==> src/rtl/fsm1_obs_pkg.sv <==
// Shared constants and types for the fsm1 observation/statistics block.
package fsm1_obs_pkg;

    localparam int unsigned DEF_CNT_W  = 8;
    localparam int unsigned NUM_WORDS  = 6;
    localparam int unsigned FRAME_BITS = NUM_WORDS * DEF_CNT_W;

    // Order of the statistics words inside a readout frame (word 0 goes out first).
    typedef enum logic [2:0] {
        W_DWELL0 = 3'd0,
        W_DWELL1 = 3'd1,
        W_DWELL2 = 3'd2,
        W_DWELL3 = 3'd3,
        W_OUT    = 3'd4,
        W_TRANS  = 3'd5
    } word_idx_e;

    typedef enum logic {
        IDLE  = 1'b0,
        SHIFT = 1'b1
    } rd_state_e;

    // Bit position of the MSB of word w in a frame built from cnt_w-bit words.
    function automatic int unsigned word_msb(input int unsigned w, input int unsigned cnt_w);
        return (NUM_WORDS - w) * cnt_w - 1;
    endfunction

endpackage

==> src/rtl/fsm1_obs_sat_counter.sv <==
// Saturating event counter with synchronous clear.
module fsm1_obs_sat_counter #(
    parameter int unsigned CNT_W = 8
) (
    input  logic             clk,
    input  logic             reset,
    input  logic             clr,
    input  logic             inc,
    output logic [CNT_W-1:0] count
);

    localparam logic [CNT_W-1:0] MAX_VAL = '1;

    // Count up on inc, stick at all-ones, clear wins over counting.
    always_ff @(posedge clk) begin
        if (reset || clr) begin
            count <= '0;
        end else if (inc && (count != MAX_VAL)) begin
            count <= count + CNT_W'(1);
        end
    end

endmodule

==> src/rtl/fsm1_obs_capture.sv <==
// Reconstructs fsm1 state per window, keeps activity statistics and
// streams a snapshot of them out MSB-first on a serial port.
module fsm1_obs_capture
    import fsm1_obs_pkg::*;
#(
    parameter int unsigned CNT_W = DEF_CNT_W
) (
    input  logic       GCLK_Pad,
    input  logic       reset_Pad,
    input  logic       output1_Pad,
    input  logic       state_obs0_Pad,
    input  logic       state_obs1_Pad,
    input  logic       rd_req_Pad,
    input  logic       clr_Pad,
    output logic [1:0] cur_state,
    output logic       busy_Pad,
    output logic       ser_out_Pad,
    output logic       ser_valid_Pad,
    output logic       frame_end_Pad
);

    localparam int unsigned FRAME_W = NUM_WORDS * CNT_W;
    localparam int unsigned IDX_W   = $clog2(FRAME_W);

    logic [1:0]           sample;
    logic                 prev_valid;
    logic [NUM_WORDS-1:0] inc;
    logic [CNT_W-1:0]     count [NUM_WORDS];
    logic [FRAME_W-1:0]   live;
    logic [FRAME_W-1:0]   snapshot;
    logic [IDX_W-1:0]     idx;
    rd_state_e            state;

    assign sample = {state_obs1_Pad, state_obs0_Pad};

    // Per-counter increment enables for this window.
    always_comb begin
        inc = '0;
        for (int unsigned d = 0; d < 4; d++) begin
            inc[d] = (sample == 2'(d));
        end
        inc[W_OUT]   = output1_Pad;
        inc[W_TRANS] = prev_valid && (sample != cur_state);
    end

    // Track the observed state; the first sample after reset has no predecessor.
    always_ff @(posedge GCLK_Pad) begin
        if (reset_Pad) begin
            cur_state  <= 2'b00;
            prev_valid <= 1'b0;
        end else begin
            cur_state  <= sample;
            prev_valid <= 1'b1;
        end
    end

    for (genvar w = 0; w < NUM_WORDS; w++) begin : g_cnt
        fsm1_obs_sat_counter #(
            .CNT_W (CNT_W)
        ) u_cnt (
            .clk   (GCLK_Pad),
            .reset (reset_Pad),
            .clr   (clr_Pad),
            .inc   (inc[w]),
            .count (count[w])
        );
    end

    // Pack the live counters into frame order, dwell0 in the top word.
    always_comb begin
        live = '0;
        for (int unsigned w = 0; w < NUM_WORDS; w++) begin
            live[word_msb(w, CNT_W) -: CNT_W] = count[w];
        end
    end

    // Readout FSM: capture on request in IDLE, then shift one bit per cycle.
    always_ff @(posedge GCLK_Pad) begin
        if (reset_Pad) begin
            state         <= IDLE;
            snapshot      <= '0;
            idx           <= '0;
            busy_Pad      <= 1'b0;
            ser_out_Pad   <= 1'b0;
            ser_valid_Pad <= 1'b0;
            frame_end_Pad <= 1'b0;
        end else begin
            case (state)
                IDLE: begin
                    busy_Pad      <= 1'b0;
                    ser_out_Pad   <= 1'b0;
                    ser_valid_Pad <= 1'b0;
                    frame_end_Pad <= 1'b0;
                    if (rd_req_Pad) begin
                        snapshot      <= live;
                        idx           <= IDX_W'(FRAME_W - 1);
                        state         <= SHIFT;
                        busy_Pad      <= 1'b1;
                        ser_valid_Pad <= 1'b1;
                        ser_out_Pad   <= live[FRAME_W-1];
                    end
                end
                SHIFT: begin
                    if (idx == '0) begin
                        state         <= IDLE;
                        busy_Pad      <= 1'b0;
                        ser_out_Pad   <= 1'b0;
                        ser_valid_Pad <= 1'b0;
                        frame_end_Pad <= 1'b0;
                    end else begin
                        idx           <= idx - IDX_W'(1);
                        ser_out_Pad   <= snapshot[idx - IDX_W'(1)];
                        frame_end_Pad <= (idx == IDX_W'(1));
                    end
                end
                default: begin
                    state <= IDLE;
                end
            endcase
        end
    end

endmodule

==> config.mk <==
export PLATFORM = sky130hd
export DESIGN_NAME = fsm1_obs_capture
export DESIGN_NICKNAME = d
export VERILOG_FILES = /design/src/rtl/fsm1_obs_pkg.sv /design/src/rtl/fsm1_obs_sat_counter.sv /design/src/rtl/fsm1_obs_capture.sv
export SDC_FILE = /design/constraint.sdc
export NUM_CORES = 1
export LEC_CHECK = 0
export BUFFER_PORTS_ARGS = -buffer_cell sky130_fd_sc_hd__buf_2
export CAP_MARGIN = 10
export CORE_UTILIZATION = 35
export CTS_CLUSTER_DIAMETER = 120
export DETAILED_ROUTE_END_ITERATION = 10
export MAX_ROUTING_LAYER = met4
export PLACE_DENSITY_LB_ADDON = 0.05
export SKIP_LAST_GASP = 1
export SYNTH_ARGS = -nofsm -noshare
export SYNTH_HDL_FRONTEND = slang
export SYNTH_HIERARCHICAL = 1
export SYNTH_SLANG_ARGS = --single-unit
==> constraint.sdc <==
create_clock -name GCLK_Pad -period 2.1 [get_ports GCLK_Pad]
set_input_delay 0.21 -clock GCLK_Pad [delete_from_list [all_inputs] [get_ports GCLK_Pad]]
set_output_delay 0.21 -clock GCLK_Pad [all_outputs]
set_load 0.005 [all_outputs]
---- Yosys cells after proc, flatten, opt, wreduce, memory -nomap -nowiden ----
Cells that the tools add are included.
word-level totals
  flip-flop bits (word level) ............. 109
  input port bits ......................... 7
  output and inout port bits .............. 6
  word-level logic and storage cells ...... 65
operators by class
  $add $sub $neg .......................... 7
  order comparisons ....................... 1
  equal/unequal tests ..................... 14
  mux-type cells .......................... 16
  bitwise gates (word level) .............. 1
  reductions and logical operators ........ 12
operator list
  cell                 number
  $add 8x1->8 const B  6
  $ne 8x8->1 const B   6
  $mux 6               2
  $pmux 6 s2           1
  $mux 1               8
  $pmux 1 s2           4
  $logic_and 1x1->1    7
  $lt 6x7->1 const B   1
  $bmux 1 s6           1
  $eq 6x1->1 const B   1
  $logic_not 6->1      1
  $sub 6x1->6 const B  1
  $eq 2x2->1 const B   2
  $ne 2x2->1 const B   2
  $reduce_and 2->1     2
  $eq 2x1->1 const B   1
  $logic_not 2->1      1
  $ne 2x1->1 const B   1
  $ne 2x2->1           1
  $logic_or 1x1->1     1
  $not 1->1            1

---- Depth between registers and ports, before layout ----
Gate-level depths: netlist of run 1.
  depth in word-level cells ............... 5
  gate-level depth with buffers ........... 10
  gate-level depth less buffers ........... 8

---- Hierarchy ----
Netlist of run 1, hierarchy kept.
by module, submodules not included
  module                times used  cells an instance  area an instance (um^2)  sequential area each (um^2)
  fsm1_obs_capture      1           355                2715.1                   1221.2
  fsm1_obs_sat_counter  6           48                 421.7                    160.2

---- Least setup slack after synthesis of run 1 ----
Ideal clock, no wire load.
  path kind ............................... register to register
  start point ............................. register idx[0]
  end point ............................... register ser_out_Pad
  library setup time ...................... 0.122 ns
  arrival ................................. 2.138 ns
  required time ........................... 1.978 ns
  path slack .............................. -0.159 ns
  stages on the path, launching flop included .. 10
  buffers on the path ..................... 1
  clock period less this slack ............ 2.259 ns
  path through ............................ dfxtp_1 > inv_1 > ha_1 > xor2_2 > buf_6 > mux4_1 > nand2_1 > a2111oi_2 > a311o_1 > o32a_1
between the ends
  longest elaborated chain between the ends .. 5
  elaborated cells on any way between the ends .. 6
  classes of those cells .................. 1 x add/sub; 4 x mux; 1 x reduce/logical
RTL lines
  item                          line                     text
  from (decl)                   fsm1_obs_capture.sv:31   logic [IDX_W-1:0] idx;
  from (signal assigned)        fsm1_obs_capture.sv:96   idx <= IDX_W'(FRAME_W - 1);
  from (signal assigned)        fsm1_obs_capture.sv:111  idx <= idx - IDX_W'(1);
  $sub 6x1->6                   fsm1_obs_capture.sv:112  ser_out_Pad <= snapshot[idx - IDX_W'(1)];
  $bmux 1 s6                    fsm1_obs_capture.sv:112
  $mux 1 (not written as such)  fsm1_obs_capture.sv:112
  $mux 1 *                      fsm1_obs_capture.sv:104  if (idx == '0) begin
  $pmux 1 s2 *                  fsm1_obs_capture.sv:88   case (state)
  to (signal assigned)          fsm1_obs_capture.sv:100  ser_out_Pad <= live[FRAME_W-1];
  to (signal assigned)          fsm1_obs_capture.sv:112
  to (decl)                     fsm1_obs_capture.sv:17   output logic ser_out_Pad,
Every way passes the cells marked *; elsewhere a longest branch is shown, timed or not. The select of a mux whose other input is x is not followed.
A chain may end at the register's enable or synchronous reset.

---- Final worst setup path of run 1 ----
Same ends and word-level chain as after synthesis.

==> impl_metrics.ini, run 1 <==
[sta]
period_needed_ns = 2.108
fin_ws_ns = -0.007948
max_freq_mhz = 474.4
setup_violations = 1
clock-skew-final_ns = 0.007159
hold_violations = 0
rsz0062_at_grt = true
slew_viol_final = 0
worst_pin_slew_ns = 0.7088
maxSlewHeadroom_pct = 52.74
holdWs_ns = 0.2201
setup-tns-final_ns = -0.007948
post-route-period-util_pct = 100.4

[place]
hpwl_mm = 9.117
pre_cts_ws_ns = -0.09657
globalplace.congestion = 0.7828
portBuffers = 12

[routing]
wl_mm = 13.06
drc_errors = 0
first_pass_iters = 5
vias = 4496
viasPerCell = 5.283
wl_per_cell_um = 15.34
drt_iter0_markers = 299
antenna_left = 0

[die]
core_area_um2 = 14590
die_area_um2 = 15480
start_util_pct = 35.95
pin_count = 13
die_w_um = 124.4
rows = 44
die-height_um = 124.4

[final_layout]
finish.utilization_pct = 40.85
n_antenna_cell = 0
final_cell_mix = 178 x nand2_1, 107 x dfxtp_1, 83 x a21oi_1
multi_input_area_um2 = 2913
layout-drive-gt1-share_pct = 13.94
register_area_um2 = 2185
syn_to_final_growth_pct = 13.62
layout_commonest_cell = nand2_1
nets = 677
fillers = 1514

[worst_setup_path]
crit_buf_inv = 2
crit_fanout = 3
cp_cell_sequence = inv_2, ha_4, xor2_4, buf_6, mux4_2, nand2_1, a2111oi_2, a311o_1, o32a_1
startpoint_type = flop
crit_required_ns = 2.34
crit_cells = 9
crit_slowest_cell = mux4_2
reg2reg_depth = 9
critPathMaxStageDelay_ns = 0.50
crit_type = reg2reg
critical-path-top-delay-family = compound AO/OA/AOI/OAI gates
crit_arrival_ns = 2.35
crit_path_end_kind = flop

[logic_synthesis]
synthFlopType = dfxtp_1
yosysTopAreaCell = dfxtp_1
synth.distinct_cells = 41
ys_seq_area_share_pct = 41.60
async_flop_share_pct = 0
synth_top_area_share_pct = 41.60
avgSynthCellArea_um2 = 8.157
yosys_warnings = 6
synth_edf_count = 0
postSynthCellCount = 643
syn_nets = 658
ys_seq_elements = 109
synthTopCellsByArea = dfxtp_1 42%, nand2_1 13%, a21oi_1 7.9%
netlist_area_um2 = 5245

[global_routing]
grt_pass1_vias = 4419
grt-ovfl-total = 0
antenna_found_initial = 0
grtUsageTotal_pct = 18.33
grt_start_max_net_pins = 33
grt_pass1_wl_mm = 22.25

[run]
cap_violations = 0

[hold_path]
min_path_type = in2reg
holdPathStages = 3

[cts]
numClockSinks = 109
cts_made_buffers = 9
clk_latency_ns = 0.35
clk_path_buf_depth = 2
htreeDepth = 3
cts_tree = built
clk_pin_slew_ns = 0.07
cts_root_buf = clkbuf_16

[power_and_ir_drop]
p_total_uw = 4638
p_per_area_nw_per_um2 = 778.3
max-vdd-ir-drop_mv = 0.4265
leakage_uw = 0.002112

[status]
status = finished with violations
violations = setup timing
[state kept, by name (all words and copies together) (netlist names)]
name               cells
cur_state              2
frame_end_Pad          1
g_cnt.u_cnt/count     48
idx                    6
prev_valid             1
ser_out_Pad            1
ser_valid_Pad          1
snapshot              48
state                  1
[cells in the mapped netlist, drive strengths merged (4+ instances only)]
cell,instances
dfxtp,109
a21oi,83
buf,12
clkbuf,21
nand4,18
a21boi,13
ha,8
xnor2,6
nand2,179
nor2,11
a211oi,5
nand3,25
o2111ai,6
nor4,7
or4,6
or3,19
inv,9
o21ai,6
nor3,9
and4,14
and3,13
mux4,4
mux2i,24
and3b,12
nor2b,6
and2,9
[per-layer routing]
| metal | GRT usage (%) | wire [µm] | vias up |
|---|---|---|---|
| li1 | - | - | 2314 |
| met1 | 22.51 | 6246 | 2131 |
| met2 | 29.44 | 6207 | 38 |
| met3 | 3.265 | 291 | 13 |
| met4 | 7.938 | 312 | 0 |
| met5 | - | 0 | - |
[path summary, 6_finish.rpt]
path | from | endpoint | slack [ns]
max | idx[0] | ser_out_Pad | -0.008
min | output1_Pad | g_cnt[4].u_cnt/count[2] | 0.22
max reg2reg | idx[0] | ser_out_Pad | -0.008
min reg2reg | snapshot[12] | snapshot[12] | 0.45
[cell families after synthesis]
| kind of cell | share of synthesized area [%] |
|---|---|
| buffers and inverters | 3.626 |
| AO/OA/AOI/OAI | 13.48 |
| flip-flops | 41.60 |
| AND/OR/NAND/NOR | 31.32 |
| XOR/XNOR | 1.479 |
| adder cells (fa/ha/maj) | 1.908 |
| multiplexers | 6.584 |
[timing repair]
| action | CTS | global route |
|---|---|---|
| endpoints found under the setup margin | 1 | 1 |
| pin swaps | 0 | 1 |
| buffers inserted | 1 | 0 |
| resized for setup | 5 | 1 |
| hold buffers | 0 | 0 |
| endpoints found under the hold margin | 0 | 0 |
[report_power, final]
part | total (µW) | internal [µW] | switching (µW)
Sequential | 2140 | 2100 | 35.3
Combinational | 743 | 315 | 428
Clock | 1760 | 992 | 765
[worst reg2reg max path: stages (launching register included)]
cell	delay, ns
dfxtp_2	0.33
inv_2	0.05
ha_4	0.17
xor2_4	0.21
buf_6	0.14
mux4_2	0.50
nand2_1	0.09
a2111oi_2	0.06
a311o_1	0.30
o32a_1	0.15
[layout make-up]
class | count | area share [%]
clock buffer | 13 | 4.367
clock inverter | 3 | 0.7348
inverter | 9 | 0.5669
multi-input combinational | 492 | 48.88
sequential | 109 | 36.66
tap | 184 | 3.863
timing repair buffer | 41 | 4.934
[through the flow]
stage	instances	cell area, µm²
floorplan	643	5253
global placement	834	5619
detailed placement	834	5619
CTS	851	5954
global route	851	5959
finish	851	5959
(Power assumes the default switching activity.)
==> inputs of run 2 (changes only) <==
--- a/config.mk
+++ b/config.mk
@@ -8,7 +8,6 @@
 export BUFFER_PORTS_ARGS = -buffer_cell sky130_fd_sc_hd__buf_2
 export CAP_MARGIN = 10
 export CORE_UTILIZATION = 35
-export CTS_CLUSTER_DIAMETER = 120
 export DETAILED_ROUTE_END_ITERATION = 10
 export MAX_ROUTING_LAYER = met4
 export PLACE_DENSITY_LB_ADDON = 0.05
@@ -17,3 +16,4 @@
 export SYNTH_HDL_FRONTEND = slang
 export SYNTH_HIERARCHICAL = 1
 export SYNTH_SLANG_ARGS = --single-unit
+export TNS_END_PERCENT = 20
==> constraint.sdc (replaced) <==
create_clock -name GCLK_Pad -period 2 [get_ports GCLK_Pad]
set_input_delay 0.2 -clock GCLK_Pad [delete_from_list [all_inputs] [get_ports GCLK_Pad]]
set_output_delay 0.2 -clock GCLK_Pad [all_outputs]
set_load 0.005 [all_outputs]
==> run 2 against run 1 <==
- the flow still finishes with violations (setup timing)
- clock skew barely moved
- via count rose by 1.8%
- global-route usage fell by 0.062 points
- worst hold slack improved by 0.0085 ns
- total power rose by 5.9%
- sequential cell count did not move
==> impl_metrics.ini, run 2 (synthesis gave the netlist of run 1 again) <==
[status]
status = finished with violations
violations = setup timing

[power_and_ir_drop]
combPwrFrac_pct = 16.2
p_sw_uw = 1292
p_clk_share_pct = 38.2
leakage_uw = 0.002139
p_int_uw = 3620
pwr-share-seq_pct = 45.7
p_per_area_nw_per_um2 = 820.8
swShare_pct = 26.30
max-vdd-ir-drop_mv = 0.5073
p_total_uw = 4912

[worst_setup_path]
crit_path_end_kind = flop
crit_arrival_ns = 2.36
crit_required_ns = 2.24
startpoint_type = flop
crit_fanout = 5
crit_type = reg2reg

[place]
globalplace.congestion = 0.7932
placed_area_um2 = 5644
portBuffers = 12
hpwl_mm = 9.078

[routing]
wl_per_cell_um = 15.44
viasPerCell = 5.346
vias = 4576
drc_errors = 0
drt_iter0_markers = 219
antenna_left = 0
first_pass_iters = 4
wl_mm = 13.22

[hold_path]
min_path_type = in2reg

[sta]
period_needed_ns = 2.120
worst_pin_slew_ns = 0.6780
max_freq_mhz = 471.7
post-route-period-util_pct = 106.0
maxSlewHeadroom_pct = 54.80
holdWs_ns = 0.2285
setup-tns-final_ns = -0.1200
hold_violations = 0
setup_violations = 1
rsz0062_at_grt = true
slew_viol_final = 0
fin_ws_ns = -0.1200
clock-skew-final_ns = 0.006922

[final_layout]
layout_commonest_cell = nand2_1
fillers = 1507
reg_top3 = g_cnt.u_cnt/count x48, snapshot x48, idx x6
n_antenna_cell = 0
syn_to_final_growth_pct = 14.10
multi_input_area_um2 = 2905
final_cell_mix = 179 x nand2_1, 107 x dfxtp_1, 83 x a21oi_1
layout-drive-gt1-share_pct = 14.58
nets = 682
fin_area_um2 = 5984
register_area_um2 = 2185

[global_routing]
grt_start_max_net_pins = 31
grt-ovfl-total = 0
antenna_found_initial = 0
grtUsageTotal_pct = 18.26
grt_pass1_wl_mm = 22.11
grt_pass1_vias = 4374

[die]
die_area_um2 = 15480
pin_count = 13
die_w_um = 124.4
core_area_um2 = 14590
die-height_um = 124.4
rows = 44
start_util_pct = 35.95

[cts]
cts_tree = built
cts_root_buf = clkbuf_16
ctsHoldBuffers = 0
clk_pin_slew_ns = 0.07
clk_path_buf_depth = 2
clk_latency_ns = 0.35
numClockSinks = 109
cts_made_buffers = 9
htreeDepth = 3

[run]
cap_violations = 0
[run 2: cell count changes in the layout (fill, tap and decap cells not counted)]
cell | before | now
a2111oi_1 | 0 | 1
a2111oi_2 | 2 | 1
buf_12 | 1 | 0
buf_4 | 27 | 33
clkbuf_1 | 2 | 0
clkbuf_8 | 2 | 3
clkinv_2 | 1 | 3
clkinv_4 | 1 | 0
nand2_1 | 178 | 179
nand2_2 | 1 | 0
[run 2: through the flow]
step                      util, %  instances  worst slack, ns
after floorplan                 -        643         -0.06901
after global placement      38.69        839          -0.1501
after detailed placement    38.69        839          -0.1948
after CTS                   41.01        856          -0.1424
after global routing        41.02        856          -0.2475
final                       41.02        856          -0.1200
[run 2: path summary, 6_finish.rpt]
| path | start | end | slack (ns) | depth (start not counted) |
|---|---|---|---|---|
| max | idx[1] | ser_out_Pad | -0.12 | 9 |
| min | output1_Pad | g_cnt[4].u_cnt/count[2] | 0.23 | 3 |
| max reg2reg | idx[1] | ser_out_Pad | -0.12 | 9 |
| min reg2reg | snapshot[46] | snapshot[46] | 0.46 | 2 |
[run 2: power groups by stage]
stage / combinational [µW] / sequential, µW / clock (µW)
2_1_floorplan: 467 / 2280 / 0
3_3_place_gp: 765 / 2290 / 0
3_5_place_dp: 773 / 2290 / 0
4_1_cts: 802 / 2240 / 1960
5_1_grt: 883 / 2250 / 2030
6_report: 795 / 2240 / 1870
[run 2: worst max-delay path: stages, from the launching register on]
cell	delay [ns]
dfxtp_2	0.33
inv_2	0.05
ha_4	0.17
xor2_4	0.20
buf_6	0.15
mux4_2	0.50
nand2_1	0.09
a2111oi_2	0.06
a311o_1	0.30
o32a_1	0.15
[run 2: layer usage]
layer | track usage, % | wire length [µm] | up-vias
li1 | - | - | 2323
met1 | 22.84 | 6345 | 2194
met2 | 28.50 | 6251 | 41
met3 | 3.522 | 290 | 18
met4 | 8.221 | 330 | 0
met5 | - | 0 | -
[run 2: repair_timing]
item | 4_1_cts | 5_1_grt
setup endpoints to repair | 1 | 1
setup buffers | 1 | 0
resized for setup | 3 | 1
[run 2: layout make-up]
class	count	share of cell area, %
Clock buffer	12	4.453
Clock inverter	4	0.7527
Inverter	9	0.5645
Multi-Input combinational cell	492	48.55
Sequential cell	109	36.50
Tap cell	184	3.847
Timing Repair Buffer	46	5.331
